===== config.mk =====
export PLATFORM = sky130hd
export DESIGN_NAME = wfg_timer
export DESIGN_NICKNAME = d
export VERILOG_FILES = /design/src/rtl/wfg_timer_pkg.sv /design/src/rtl/wfg_timer_core.sv /design/src/rtl/wfg_timer.sv
export SDC_FILE = /design/constraint.sdc
export NUM_CORES = 1
export LEC_CHECK = 0
export ABC_AREA = 0
export CAP_MARGIN = 20
export CORE_MARGIN = 5
export CORE_UTILIZATION = 49
export DETAILED_ROUTE_END_ITERATION = 16
export PLACE_DENSITY = 0.78
export SLEW_MARGIN = 20
export SYNTH_ARGS = -nofsm -noshare
export SYNTH_HDL_FRONTEND = slang
export SYNTH_SLANG_ARGS = --single-unit

===== constraint.sdc =====
create_clock -name clk -period 2 [get_ports clk]
set_input_delay 0.4 -clock clk [delete_from_list [all_inputs] [get_ports clk]]
set_output_delay 0.4 -clock clk [all_outputs]
set_load 0.05 [all_outputs]

===== src/rtl/wfg_timer_pkg.sv =====
// Shared definitions for the wfg timer: register word offsets, CTRL bit
// positions and the CTRL register layout.
package wfg_timer_pkg;

  localparam logic [2:0] CTRL_OFF   = 3'h0;
  localparam logic [2:0] PRESC_OFF  = 3'h1;
  localparam logic [2:0] CMP_OFF    = 3'h2;
  localparam logic [2:0] CNT_OFF    = 3'h3;
  localparam logic [2:0] STATUS_OFF = 3'h4;

  localparam int CTRL_EN_BIT       = 0;
  localparam int CTRL_IRQ_EN_BIT   = 1;
  localparam int CTRL_PERIODIC_BIT = 2;

  // Field order makes bit 0 EN, bit 1 IRQ_EN, bit 2 PERIODIC.
  typedef struct packed {
    logic periodic;
    logic irq_en;
    logic en;
  } ctrl_t;

  function automatic logic [31:0] ctrl_to_word(input ctrl_t c);
    return {29'b0, c};
  endfunction

endpackage


===== src/rtl/wfg_timer_core.sv =====
// Prescaled up-counter with compare match and sticky MATCH flag.
// EN lives in the register file; a one-shot match asks it to drop via oneshot_stop_o.
module wfg_timer_core #(
  parameter int CNT_WIDTH   = 32,
  parameter int PRESC_WIDTH = 16
) (
  input  logic                   clk,
  input  logic                   rst,
  input  logic                   en_i,
  input  logic                   periodic_i,
  input  logic                   pc_clr_i,
  input  logic [PRESC_WIDTH-1:0] presc_i,
  input  logic [CNT_WIDTH-1:0]   cmp_i,
  input  logic                   cnt_we_i,
  input  logic [CNT_WIDTH-1:0]   cnt_wdata_i,
  input  logic                   match_clr_i,
  output logic [CNT_WIDTH-1:0]   cnt_o,
  output logic                   match_o,
  output logic                   oneshot_stop_o
);

  logic [PRESC_WIDTH-1:0] pc_q, pc_d;
  logic [CNT_WIDTH-1:0]   cnt_q, cnt_d;
  logic                   match_q, match_d;
  logic                   tick;
  logic                   hit;

  always_comb begin
    tick = en_i && (pc_q == presc_i);
    hit  = tick && (cnt_q == cmp_i);

    pc_d = pc_q;
    if (pc_clr_i) begin
      pc_d = '0;
    end else if (en_i) begin
      pc_d = tick ? '0 : pc_q + PRESC_WIDTH'(1);
    end

    // A bus write to CNT overrides the tick's increment.
    cnt_d = cnt_q;
    if (cnt_we_i) begin
      cnt_d = cnt_wdata_i;
    end else if (tick) begin
      cnt_d = hit ? '0 : cnt_q + CNT_WIDTH'(1);
    end

    // Setting beats a simultaneous write-1-to-clear.
    match_d = match_q;
    if (hit) begin
      match_d = 1'b1;
    end else if (match_clr_i) begin
      match_d = 1'b0;
    end
  end

  always_ff @(posedge clk) begin
    if (rst) begin
      pc_q    <= '0;
      cnt_q   <= '0;
      match_q <= 1'b0;
    end else begin
      pc_q    <= pc_d;
      cnt_q   <= cnt_d;
      match_q <= match_d;
    end
  end

  assign cnt_o          = cnt_q;
  assign match_o        = match_q;
  assign oneshot_stop_o = hit && !periodic_i;

endmodule


===== src/rtl/wfg_timer.sv =====
// Wishbone-slave programmable timer: register file, read mux and level
// interrupt around the wfg_timer_core counter.
module wfg_timer
  import wfg_timer_pkg::*;
#(
  parameter int CNT_WIDTH   = 32,
  parameter int PRESC_WIDTH = 16
) (
  input  logic        clk,
  input  logic        rst,
  input  logic        wbs_stb_i,
  input  logic        wbs_cyc_i,
  input  logic        wbs_we_i,
  input  logic [31:0] wbs_dat_i,
  input  logic [31:0] wbs_adr_i,
  output logic        wbs_ack_o,
  output logic [31:0] wbs_dat_o,
  output logic        interrupt_o
);

  ctrl_t                  ctrl_q, ctrl_d;
  logic [PRESC_WIDTH-1:0] presc_q, presc_d;
  logic [CNT_WIDTH-1:0]   cmp_q, cmp_d;
  logic                   ack_q;
  logic [31:0]            dat_q, dat_d;
  logic                   irq_q;

  logic                   req;
  logic                   wr;
  logic [2:0]             sel;
  logic [31:0]            rdata;
  logic                   pc_clr;
  logic                   cnt_we;
  logic                   match_clr;
  logic [CNT_WIDTH-1:0]   cnt;
  logic                   match;
  logic                   oneshot_stop;

  logic                   unused_adr;
  assign unused_adr = ^{wbs_adr_i[31:5], wbs_adr_i[1:0]};

  // Handshake: a request is stb & cyc while ack is low. It is acknowledged by a
  // one-cycle ack pulse on the next edge; that edge also commits the write and
  // registers the read data, so a held request is served every second cycle.
  assign req = wbs_stb_i && wbs_cyc_i && !ack_q;
  assign wr  = req && wbs_we_i;
  assign sel = wbs_adr_i[4:2];

  assign pc_clr    = wr && (sel == CTRL_OFF) && wbs_dat_i[CTRL_EN_BIT] && !ctrl_q.en;
  assign cnt_we    = wr && (sel == CNT_OFF);
  assign match_clr = wr && (sel == STATUS_OFF) && wbs_dat_i[0];

  always_comb begin
    ctrl_d  = ctrl_q;
    presc_d = presc_q;
    cmp_d   = cmp_q;
    if (oneshot_stop) begin
      ctrl_d.en = 1'b0;
    end
    if (wr) begin
      case (sel)
        CTRL_OFF: begin
          ctrl_d.en       = wbs_dat_i[CTRL_EN_BIT];
          ctrl_d.irq_en   = wbs_dat_i[CTRL_IRQ_EN_BIT];
          ctrl_d.periodic = wbs_dat_i[CTRL_PERIODIC_BIT];
        end
        PRESC_OFF: presc_d = wbs_dat_i[PRESC_WIDTH-1:0];
        CMP_OFF:   cmp_d   = wbs_dat_i[CNT_WIDTH-1:0];
        default:   ;
      endcase
    end
  end

  always_comb begin
    rdata = '0;
    case (sel)
      CTRL_OFF:   rdata = ctrl_to_word(ctrl_q);
      PRESC_OFF:  rdata[PRESC_WIDTH-1:0] = presc_q;
      CMP_OFF:    rdata[CNT_WIDTH-1:0]   = cmp_q;
      CNT_OFF:    rdata[CNT_WIDTH-1:0]   = cnt;
      STATUS_OFF: rdata[0] = match;
      default:    rdata = '0;
    endcase
    dat_d = req ? rdata : dat_q;
  end

  always_ff @(posedge clk) begin
    if (rst) begin
      ctrl_q  <= '0;
      presc_q <= '0;
      cmp_q   <= '0;
      ack_q   <= 1'b0;
      dat_q   <= '0;
      irq_q   <= 1'b0;
    end else begin
      ctrl_q  <= ctrl_d;
      presc_q <= presc_d;
      cmp_q   <= cmp_d;
      ack_q   <= req;
      dat_q   <= dat_d;
      irq_q   <= match && ctrl_q.irq_en;
    end
  end

  wfg_timer_core #(
    .CNT_WIDTH  (CNT_WIDTH),
    .PRESC_WIDTH(PRESC_WIDTH)
  ) u_core (
    .clk           (clk),
    .rst           (rst),
    .en_i          (ctrl_q.en),
    .periodic_i    (ctrl_q.periodic),
    .pc_clr_i      (pc_clr),
    .presc_i       (presc_q),
    .cmp_i         (cmp_q),
    .cnt_we_i      (cnt_we),
    .cnt_wdata_i   (wbs_dat_i[CNT_WIDTH-1:0]),
    .match_clr_i   (match_clr),
    .cnt_o         (cnt),
    .match_o       (match),
    .oneshot_stop_o(oneshot_stop)
  );

  assign wbs_ack_o   = ack_q;
  assign wbs_dat_o   = dat_q;
  assign interrupt_o = irq_q;

endmodule


### Yosys cells after proc, flatten, opt, wreduce, memory -nomap -nowiden

Cells that the tools add are included.

| word-level totals | value |
|---|---|
| flip-flop bits (word level) | 134 |
| bits in latches | 0 |
| RAM bits | 0 |
| memory bits (read-only) | 0 |
| output and inout port bits | 34 |
| memories | 0 |

| cells by class | value |
|---|---|
| add/sub/neg operators | 2 |
| multipliers | 0 |
| div/mod/pow operators | 0 |
| magnitude comparators | 0 |
| equal/unequal tests | 6 |
| shift-type cells | 0 |
| muxes and demuxes | 12 |
| bitwise operators | 0 |
| reduce and logical (&&, ||, !) cells | 23 |

Operators with widths:

| kind | count |
|---|---|
| 2-to-1 mux 32 bit | 3 |
| one-hot mux 15 bit (4 select lines) | 1 |
| adder 32 x 1 -> 32 bit (second input constant) | 1 |
| equality test 32 bit | 1 |
| one-hot mux 16 bit (2 select lines) | 1 |
| adder 16 x 1 -> 16 bit (second input constant) | 1 |
| equality test 16 bit | 1 |
| 2-to-1 mux 16 bit | 1 |
| logical AND 1 bit | 13 |
| equality test 3 x 2 -> 1 bit (second input constant) | 2 |
| AND reduction 2 bit | 3 |
| 2-to-1 mux 1 bit | 5 |
| one-hot mux 1 bit (5 select lines) | 1 |
| nonzero test 2 bit | 2 |
| equality test 3 x 1 -> 1 bit (second input constant) | 1 |
| equality test 3 bit (second input constant) | 1 |
| logical NOT 1 bit | 3 |
| logical NOT 3 bit | 1 |
| OR reduction 2 bit | 1 |

### Logic depth before layout (Yosys ltp)

| depth | value |
|---|---|
| depth after elaboration | 7 |
| depth in mapped cells | 9 |

### By module

Synthesis repeated with hierarchy kept, for this count alone.

| unflattened totals | value |
|---|---|
| cells, all modules | 828 |
| area, all modules | 7,504.7 um^2 |

By module, submodules not included:

| module | times used | cells each | area each (um^2) | seq. area each (um^2) |
|---|---|---|---|---|
| wfg_timer | 1 | 386 | 3,950.0 | 1,701.6 |
| wfg_timer_core | 1 | 442 | 3,554.7 | 980.9 |

### Worst setup path before layout

Ideal clock, no wire load.

| path | value |
|---|---|
| path kind | register to register |
| start point | register presc_q[13] |
| end point | register u_core.cnt_q[30] (netlist: u_core.cnt_o[30]) |
| library setup time | 0.067 ns |
| arrival | 2.111 ns |
| setup slack | -0.179 ns |
| cell stages (with the launch flop) | 8 |
| clock period less this slack | 2.179 ns |
| cell sequence | dfxtp_1 xor2_1 or4_1 or3_1 a2111oi_4 buf_6 nand2_1 a21oi_2 |

| on the way | value |
|---|---|
| word-level cells in the longest chain between the ends | 6 |
| elaborated cells on any way between the ends | 7 |

RTL lines:

| what | RTL line | RTL |
|---|---|---|
| start, declared | wfg_timer.sv:22 | `logic [PRESC_WIDTH-1:0] presc_q, presc_d;` |
| start signal, assigned | wfg_timer.sv:97 | `presc_q <= presc_d;` |
| equality test 16 bit (*) | wfg_timer_core.sv:29 | `tick = en_i && (pc_q == presc_i);` |
| logical AND 1 bit (*) | wfg_timer_core.sv:29 |  |
| logical AND 1 bit | wfg_timer_core.sv:30 | `hit = tick && (cnt_q == cmp_i);` |
| 2-to-1 mux 32 bit | wfg_timer_core.sv:44 | `cnt_d = hit ? '0 : cnt_q + CNT_WIDTH'(1);` |
| 2-to-1 mux 32 bit | wfg_timer_core.sv:43 | `end else if (tick) begin` |
| 2-to-1 mux 32 bit | wfg_timer_core.sv:41 | `if (cnt_we_i) begin` |
| end signal, assigned | wfg_timer_core.sv:63 | `cnt_q <= cnt_d;` |
| end, declared | wfg_timer_core.sv:23 | `logic [CNT_WIDTH-1:0] cnt_q, cnt_d;` |

Mark *: on every way between the ends. The rest lies on a longest branch, timed or not. The select of a mux whose other input is x is not followed.
A chain may end at the register's enable or synchronous reset.

### Final worst setup path

| path | value |
|---|---|
| start point | register presc_q[13] |
| end point | register u_core.cnt_q[0] (netlist: u_core.cnt_o[0]) |

The elaborated chain is that of the path after synthesis.

==> flow_summary_export.csv <==
group,metric,value,unit
status,run_status,"finished, violations left",
status,violations,"negative setup slack",
power,p_leak,3.55,nW
critical_path,worstPathArrival,2.57,ns
timing,fmax,449,MHz
power,p_per_area,683,nW/um2
finish,fin_util,0.645,
clock_tree,numCtsBuffers,17,
hold_path,hold_class,"primary input to register",
timing,tns,-6.18,ns
floorplan,die_h,128,um
synth,synth_warnings,0,
floorplan,io_pins,103,
detailed_routing,routed_via_density,5.82,
floorplan,core_area,13800,um2
timing,worst_pin_slew,0.577,ns
placement,gp_congestion,0.895,
power,pwr-share-seq,0.450,
power,p_int,4.61,mW
synth,ys_seq_area_frac,0.394,
placement,place_hpwl,13500,um
synth,async_flop_share,0,
finish,n_antenna_cell,0,
detailed_routing,via_count,6570,
timing,fin_worst_skew,0.0128,ns
detailed_routing,drtIter0Drc,793,
power,pwr-share-clk,0.459,
critical_path,critPathCaptureType,"register",
timing,rsz0062_at_grt,"true",
critical_path,worstSetupStartpointType,"register",
placement,port_buffers,73,
critical_path,required,2.35,ns
clock_tree,holdBufCountCts,0,
clock_tree,path_clk_slew,0.06,ns
clock_tree,htreeDepth,4,
timing,timing.final.hold_violations,0,
floorplan,dieWidth,128,um
clock_tree,root_buffer,"clkbuf_16",
clock_tree,clk_path_buf_depth,2,
power,p_switching,1.46,mW
floorplan,die_area,16300,um2
synth,syn-num-nets,899,
synth,synthCells,828,
clock_tree,cts_sinks,134,
finish,final_cells,1129,
power,switching_share,0.240,
flow_run,cap_viol_max_count,0,
finish,drive_gt1_frac,0.163,
floorplan,row_count,43,
hold_path,hp-start,"rst",
detailed_routing,routed_wl,20200,um
finish,nets,1007,
detailed_routing,drc,0,
grt,grt_pass1_vias,6168,
power,max-vdd-ir-drop,0.655,mV
synth,ys_top_cells_by_count,"144 x nand2_1, 134 x dfxtp_1, 79 x nor2_1",
detailed_routing,firstDrtPassIters,6,
timing,max_slew_margin,0.616,
timing,period_minus_slack,2.23,ns
synth,synth_edf_count,0,
critical_path,startpoint,"presc_q[13]",
timing,post-route-period-util,1.11,
power,power,6.07,mW
floorplan,initial_core_util,0.494,
clock_tree,cts_tree,"built",
synth,netlist.area_leader.share,0.394,
grt,grt_pass1_wl,31500,um
timing,setup_viol,31,
critical_path,worstReg2RegStart,"presc_q[13]",
critical_path,cp_max_fo,8,
detailed_routing,ant_nets,0,
grt,grt_max_degree,121,
synth,synth_seq_cells,134,
synth,synth_flop_cell,"dfxtp_1",
detailed_routing,wire_per_inst,17.9,um
timing,setup_slack,-0.228,ns
synth,yosysMostFrequentCell,"nand2_1",
timing,final-max-slew-violation-count,0,
synth,synth_top_cell_by_area,"dfxtp_1",
grt,antenna_found_initial,0,
grt,grtUsageTotal,0.243,
synth,synth_area,6810,um2
synth,netlist-cell-type-count,44,
power,comb_power_share,0.091,
synth,synth_area_leaders,"dfxtp_1 39%, xnor2_1 8.4%, nand2_1 7.9%, a21oi_1 4.6%, nor2_1 4.4%",
finish,area_growth_syn_to_layout,30.6,%
critical_path,crit_type,"register to register",
placement,place_ws,-0.328,ns
synth,avgSynthCellArea,8.22,um2
grt,grt.overflow.total,0,
placement,placed_cells,1093,
clock_tree,clk_latency,0.43,ns
==> area by class of cell <==
class,count,area [um2]
Clock buffer,28,497
Clock inverter,4,20.0
Fill cell,1137,4880
Inverter,5,18.8
Multi-Input combinational cell,616,3880
Sequential cell,134,2690
Tap cell,180,225
Timing Repair Buffer,162,1570
==> power by group through the flow <==
stage	sequential [mW]	clock, mW	combinational (mW)
6_report	2.73	2.79	0.553
5_1_grt	2.73	2.94	0.582
4_1_cts	2.73	2.80	0.541
3_5_place_dp	2.79	0	0.539
3_3_place_gp	2.78	0	0.535
2_1_floorplan	2.85	0	0.207
==> cell families (layout without fill, tap and decap cells) <==
kind of cell               Yosys count  after routing  share of synthesized area
xor gates and xnor gates            91             91                      0.117
muxes                               35             35                     0.0575
AOI/OAI and AO/OA                  152            152                      0.159
buffers and inverters               78            199                     0.0467
and+or+nand+nor                    336            336                      0.222
adders and majority gates            2              2                    0.00368
DFF                                134            134                      0.394
==> placed cells by master (no fill, tap or decap), types with 5 or more instances in the layout <==
| cell | synthesis | layout |
|---|---|---|
| nand2_1 | 144 | 141 |
| nor2_1 | 79 | 78 |
| dfxtp_1 | 134 | 130 |
| buf_4 | 0 | 79 |
| inv_1 | 5 | 5 |
| and3_1 | 6 | 6 |
| clkdlybuf4s50_1 | 0 | 56 |
| mux2i_1 | 20 | 20 |
| nand3_1 | 20 | 20 |
| a2bb2oi_1 | 31 | 31 |
| nor3_1 | 24 | 24 |
| a22o_1 | 13 | 13 |
| xnor2_1 | 65 | 65 |
| nor4_1 | 10 | 9 |
| mux2_2 | 13 | 13 |
| dlymetal6s2s_1 | 0 | 14 |
| xor2_1 | 26 | 25 |
| a21oi_2 | 3 | 8 |
| a22oi_1 | 16 | 16 |
| a221oi_1 | 16 | 16 |
| buf_12 | 0 | 7 |
| a21oi_1 | 63 | 58 |
| clkbuf_1 | 65 | 8 |
| nand4_1 | 29 | 29 |
| clkbuf_16 | 0 | 18 |
==> worst paths after layout <==
check | to | slack (ns) | cells after the start
max | u_core.cnt_o[0] | -0.23 | 8
min reg2reg | interrupt_o | 0.46 | 2
max reg2reg | u_core.cnt_o[0] | -0.23 | 8
min | u_core.pc_q[2] | 0.45 | 4
==> registers in the layout (all words and copies together), names as in the netlist <==
register        flops
interrupt_o         1
wbs_ack_o           1
u_core.pc_q        16
u_core.match_o      1
u_core.cnt_o       32
presc_q            16
wbs_dat_o          32
ctrl_q              3
cmp_q              32
==> critical path, stage by stage (launching register included) <==
cell	delay (ns)
dfxtp_2	0.34
xor2_1	0.18
or4_1	0.52
or3_4	0.35
a2111oi_4	0.21
buf_6	0.20
clkbuf_16	0.17
nand2b_1	0.07
a21oi_1	0.12
==> layer usage <==
layer  GRT usage  vias up  routed length (um)
li1            -     3111                   -
met1       0.316     3102                8200
met2       0.404      326                9820
met3      0.0504       31                1830
met4      0.0799        0                 346
met5           0        -                   0
==> per-stage QoR <==
step | area, um2 | hold slack (ns)
CTS | 8770 | 0.454
global route | 8890 | 0.467
global placement | 8210 | 0.448
finish | 8890 | 0.451
floorplan | 6820 | 0.419
detailed placement | 8210 | 0.452
==> repair_timing <==
action / CTS / global route
hold endpoints to repair: 0 / 0
pin swaps: 2 / 5
cloned: 2 / 1
resized for setup: 5 / 28
setup endpoints to repair: 33 / 71
setup buffers: 1 / 0
No activity file was read; power rests on OpenSTA's default activity.
==> RTL change 1: new RTL, config.mk and constraints unchanged <==
`PRESC_WIDTH` is set to 16 in 2 places; all go to 32.
--- a/src/rtl/wfg_timer_core.sv
+++ b/src/rtl/wfg_timer_core.sv
@@ -2,7 +2,7 @@
 // EN lives in the register file; a one-shot match asks it to drop via oneshot_stop_o.
 module wfg_timer_core #(
   parameter int CNT_WIDTH   = 32,
-  parameter int PRESC_WIDTH = 16
+  parameter int PRESC_WIDTH = 32
 ) (
   input  logic                   clk,
   input  logic                   rst,
--- a/src/rtl/wfg_timer.sv
+++ b/src/rtl/wfg_timer.sv
@@ -4,7 +4,7 @@
   import wfg_timer_pkg::*;
 #(
   parameter int CNT_WIDTH   = 32,
-  parameter int PRESC_WIDTH = 16
+  parameter int PRESC_WIDTH = 32
 ) (
   input  logic        clk,
   input  logic        rst,
Function: changed (Yosys sat finds a counterexample within 4 cycles, from zero or initial values and one cycle with rst high).
==> RTL change 1 against the original RTL <==
- the flow still finishes with violations (negative setup slack)
- first-iteration DRC count up 52%
- area after synthesis up 24%
- combinational power up 88%
- design area up 34%
- wire length up 51%
- clock power up 25%
- clock skew down 0.0037 ns
- sequential cell count up 32
- power up 30%
- sequential share of layout area down 2.2 points
- setup slack worse by 0.097 ns
- largest cell class unchanged
==> RTL change 1: results (changes against the original RTL) <==
- Status: complete, but fails checks (unchanged)
- Failing checks: negative setup slack (unchanged)
- Worst setup margin: -0.325 ns (was -0.228 ns)
- Largest net degree at the start of global routing: 72 (was 121)
- Via count: 9,173 (was 6,570)
- Vias in the first global route: 8,283 (was 6,168)
- DR iter-0 viols: 1,207 (was 793)
- CP top delay family: simple AND/OR/NAND/NOR gates (unchanged)
- CTS Buffer Depth: 2 (unchanged)
- Lkg Pwr: 5.04 nW (was 3.55 nW)
- Reg2reg end: u_core.cnt_o[2]$_SDFFE_PP0P_ (was u_core.cnt_o[0]$_SDFFE_PP0P_)
- Seq/Total Area, Yosys: 39.4% (about the same)
- Post-CTS sizing: 88 (was 5)
- Worst-skew pair later-pin latency: 0.44 ns
- Worst Hold End: cmp_q[12]$_SDFFE_PP0P_ (was u_core.pc_q[2]$_SDFFE_PP0P_)
- Synth top cells by count: nand2_1 (214), dfxtp_1 (166), nor2_1 (98), a21oi_1 (85), o21ai_0 (61) (was nand2_1 (144), dfxtp_1 (134), nor2_1 (79), clkbuf_1 (65), xnor2_1 (65))
- DP HPWL: 20.3 mm (was 13.5 mm)
- DP Worst Slack: -0.248 ns (was -0.328 ns)
- Worst Path Max Fanout: 10 (was 8)
- Worst Clk Skew: 0.00916 ns (was 0.0128 ns)
- Worst Setup SP: u_core.pc_q[21]$_SDFFE_PP0P_ (was presc_q[13]$_SDFFE_PP0P_)
- Top cells by area, synth: dfxtp_1 (39%), nand2_1 (9.5%), xor2_1 (5.4%), a21oi_1 (5.0%), nor2_1 (4.4%) (was dfxtp_1 (39%), xnor2_1 (8.4%), nand2_1 (7.9%), a21oi_1 (4.6%), nor2_1 (4.4%))
- DR vias/cell: 6.05 (was 5.82)
- Crit Path Category: register to register (unchanged)
- RePlAce Congestion: 1.03 (was 0.895)
- Fin Setup TNS: -8.82 ns (was -6.18 ns)
- Placed Cells: 1,462 (was 1,093)
- Final setup violation count: 64 (was 31)
- Layout cells sized above 1: 25.3% (was 16.3%)
- Hold Path Stages: 2 (was 4)
- Worst stage delay on the critical path: 0.36 ns (was 0.52 ns)
- Placed Area: 0.0105 mm2 (was 0.00821 mm2)
- R2r worst-path depth: 9 (was 8)
- Worst slew margin: 60.4% (was 61.6%)
- Hold Slack: 0.479 ns (was 0.451 ns)
- Post-Syn Instances: 1,068 (was 828)
- Tot GR Track Use: 28.3% (was 24.3%)
- Fin nets: 1,349 (was 1,007)
- WL final: 30.6 mm (was 20.2 mm)
- Wire length of the first global-routing pass: 44.7 mm (was 31.5 mm)
- Worst-path clk slew: 0.07 ns
- Min-delay src: cmp_q[12]$_SDFFE_PP0P_ (was rst)
- Critical Path AT: 2.65 ns (was 2.57 ns)
- Max stage delay cell, worst path: and4b_2 (was or4_1)
- Synth cell types: 59 (was 44)
- Total CTS buffers: 17 (unchanged)
- Peak VDD IR: 688 uV (was 655 uV)
- Post-CTS setup buffer count: 12 (was 1)
- Worst hold path type: register to register (was input pin to register)
- Ant. Diodes: 0 (unchanged)
## RTL change 1: power by group
group	leakage (nW)	internal [mW]	switching, mW
Sequential	1.34	3.32	0.0153
Combinational	3.40	0.501	0.535
Clock	0.297	2.05	1.45
## RTL change 1: logic make-up after synthesis
kind of cell	share of synthesized area [%]
AOI/OAI and AO/OA	15.2
xor gates and xnor gates	9.54
adders and majority gates	0.296
buffers and inverters	4.49
DFF	39.4
muxes	4.21
and+or+nand+nor	26.9
## RTL change 1: layout make-up
class | count | area (um2)
Clock buffer | 19 | 453
Timing Repair Buffer | 268 | 2540
Sequential cell | 166 | 3340
Fill cell | 1240 | 5220
Inverter | 7 | 26.3
Multi-Input combinational cell | 818 | 5090
Tap cell | 225 | 282
Clock inverter | 13 | 166
## RTL change 1: per-layer routing
metal  wire (um)  global-route usage, %  vias to the layer above
met5           0                      0                        -
met4        1660                   12.9                        0
met3        2760                   6.00                      143
met2       14300                   45.4                      572
met1       11800                   36.7                     4341
li1            -                      -                     4117
==> RTL change 2: new RTL, config.mk and constraints unchanged <==
Without the edit above. Remove the register `irq_q`: a continuous assignment takes its place, so the output `interrupt_o` follows one clock earlier.
--- a/src/rtl/wfg_timer.sv
+++ b/src/rtl/wfg_timer.sv
@@ -91,16 +91,16 @@
       cmp_q   <= '0;
       ack_q   <= 1'b0;
       dat_q   <= '0;
-      irq_q   <= 1'b0;
     end else begin
       ctrl_q  <= ctrl_d;
       presc_q <= presc_d;
       cmp_q   <= cmp_d;
       ack_q   <= req;
       dat_q   <= dat_d;
-      irq_q   <= match && ctrl_q.irq_en;
     end
   end
+
+  assign irq_q = match && ctrl_q.irq_en;
 
   wfg_timer_core #(
     .CNT_WIDTH  (CNT_WIDTH),
Check against the original RTL: not equivalent (a bounded check fails within 4 cycles, from zero or initial values and one cycle with rst high).
==> RTL change 2 against the original RTL <==
- the run still ends with negative setup slack left
- cell count grew 2.0%
- sequential share of layout area shrank 2.0 points
- power grew 17%
- die area grew 0.25%
- wire length grew 8.8%
- design area grew 6.7%
- sequential cell count shrank 1
- non-clock buffer count grew 28
- critical path depth shrank 2
- setup slack gained 0.15 ns
- count of clock-buffer cells in the layout shrank 9
- area after synthesis grew 0.28%
- critical endpoint is now u_core.cnt_o[14]$_SDFFE_PP0P_
==> RTL change 2: results (changes against the original RTL) <==
- GR Layer Usage met2: 42.1% (was 40.4%)
- DP HPWL: 13.8 mm (was 13.5 mm)
- Synth top cells by count: dfxtp_1 (133), nand2_1 (119), nor2_1 (81), xnor2_1 (72), a21oi_1 (67) (was nand2_1 (144), dfxtp_1 (134), nor2_1 (79), clkbuf_1 (65), xnor2_1 (65))
- Placed Cells: 1,110 (was 1,093)
- Synth Area in Adders: 0.367% (was 0.368%)
- Final Instance Count excl. Fillers: 1,152 (was 1,129)
- Failing checks: negative setup slack (unchanged)
- Worst Clk Skew: 0.00912 ns (was 0.0128 ns)
- Worst Path Max Fanout: 3 (was 8)
- Tot GR Track Use: 26.0% (was 24.3%)
- XOR/XNOR share of the synthesized area: 11.8% (was 11.7%)
- Peak VDD IR: 534 uV (was 655 uV)
- Lkg Pwr: 3.87 nW (was 3.55 nW)
- Largest net degree at the start of global routing: 64 (was 121)
- Core Util, Final: 68.8% (was 64.5%)
- Final setup violation count: 5 (was 31)
- Post-Syn Instances: 821 (was 828)
- P_comb: 0.665 mW (was 0.553 mW)
- Seq/Total Area, Yosys: 39.0% (was 39.4%)
- RePlAce Congestion: 0.897 (was 0.895)
- Met3 usage in global routing: 5.58% (was 5.04%)
- Mux cell area share after synthesis: 9.55% (was 5.75%)
- DP Worst Slack: -0.379 ns (was -0.328 ns)
- Synthesized Nets: 892 (was 899)
- Post-CTS sizing: 22 (was 5)
- Fill count: 1,000 (was 1,137)
- Sw Share: 23.1% (was 24.0%)
- Worst stage delay on the critical path: 0.40 ns (was 0.52 ns)
- Status: complete, but fails checks (unchanged)
- Post-synthesis compound-gate area fraction: 12.4% (was 15.9%)
- Combinational Power Share: 9.4% (was 9.1%)
- Share of total power in the clock network: 52.3% (was 45.9%)
- WL per Instance: 19.1 um (was 17.9 um)
- Worst setup margin: -0.0748 ns (was -0.228 ns)
- Routed wl met3: 1.86 mm (was 1.83 mm)
- Fin nets: 1,030 (was 1,007)
- Vias in the first global route: 6,472 (was 6,168)
-- RTL change 2: worst paths after layout --
kind / cells past startpoint / endpoint / startpoint
hold reg to reg: 2 / cmp_q[23]$_SDFFE_PP0P_ / cmp_q[23]$_SDFFE_PP0P_
setup / recovery: 6 / u_core.cnt_o[14]$_SDFFE_PP0P_ / u_core.pc_q[1]$_SDFFE_PP0P_
setup reg to reg: 6 / u_core.cnt_o[14]$_SDFFE_PP0P_ / u_core.pc_q[1]$_SDFFE_PP0P_
hold / removal: 4 / u_core.pc_q[1]$_SDFFE_PP0P_ / rst
-- RTL change 2: kinds of logic after synthesis --
family | after synthesis
and+or+nand+nor | 333
adders and majority gates | 2
buffers and inverters | 75
AOI/OAI and AO/OA | 128
muxes | 58
xor gates and xnor gates | 92
DFF | 133
-- RTL change 2: area by class of cell --
class,instances,area share [%]
multi-input combinational,613,43.3
sequential,133,28.2
clock buffer,19,4.67
inverter,4,0.158
clock inverter,13,2.67
timing repair buffer,190,18.6
tap,180,2.37
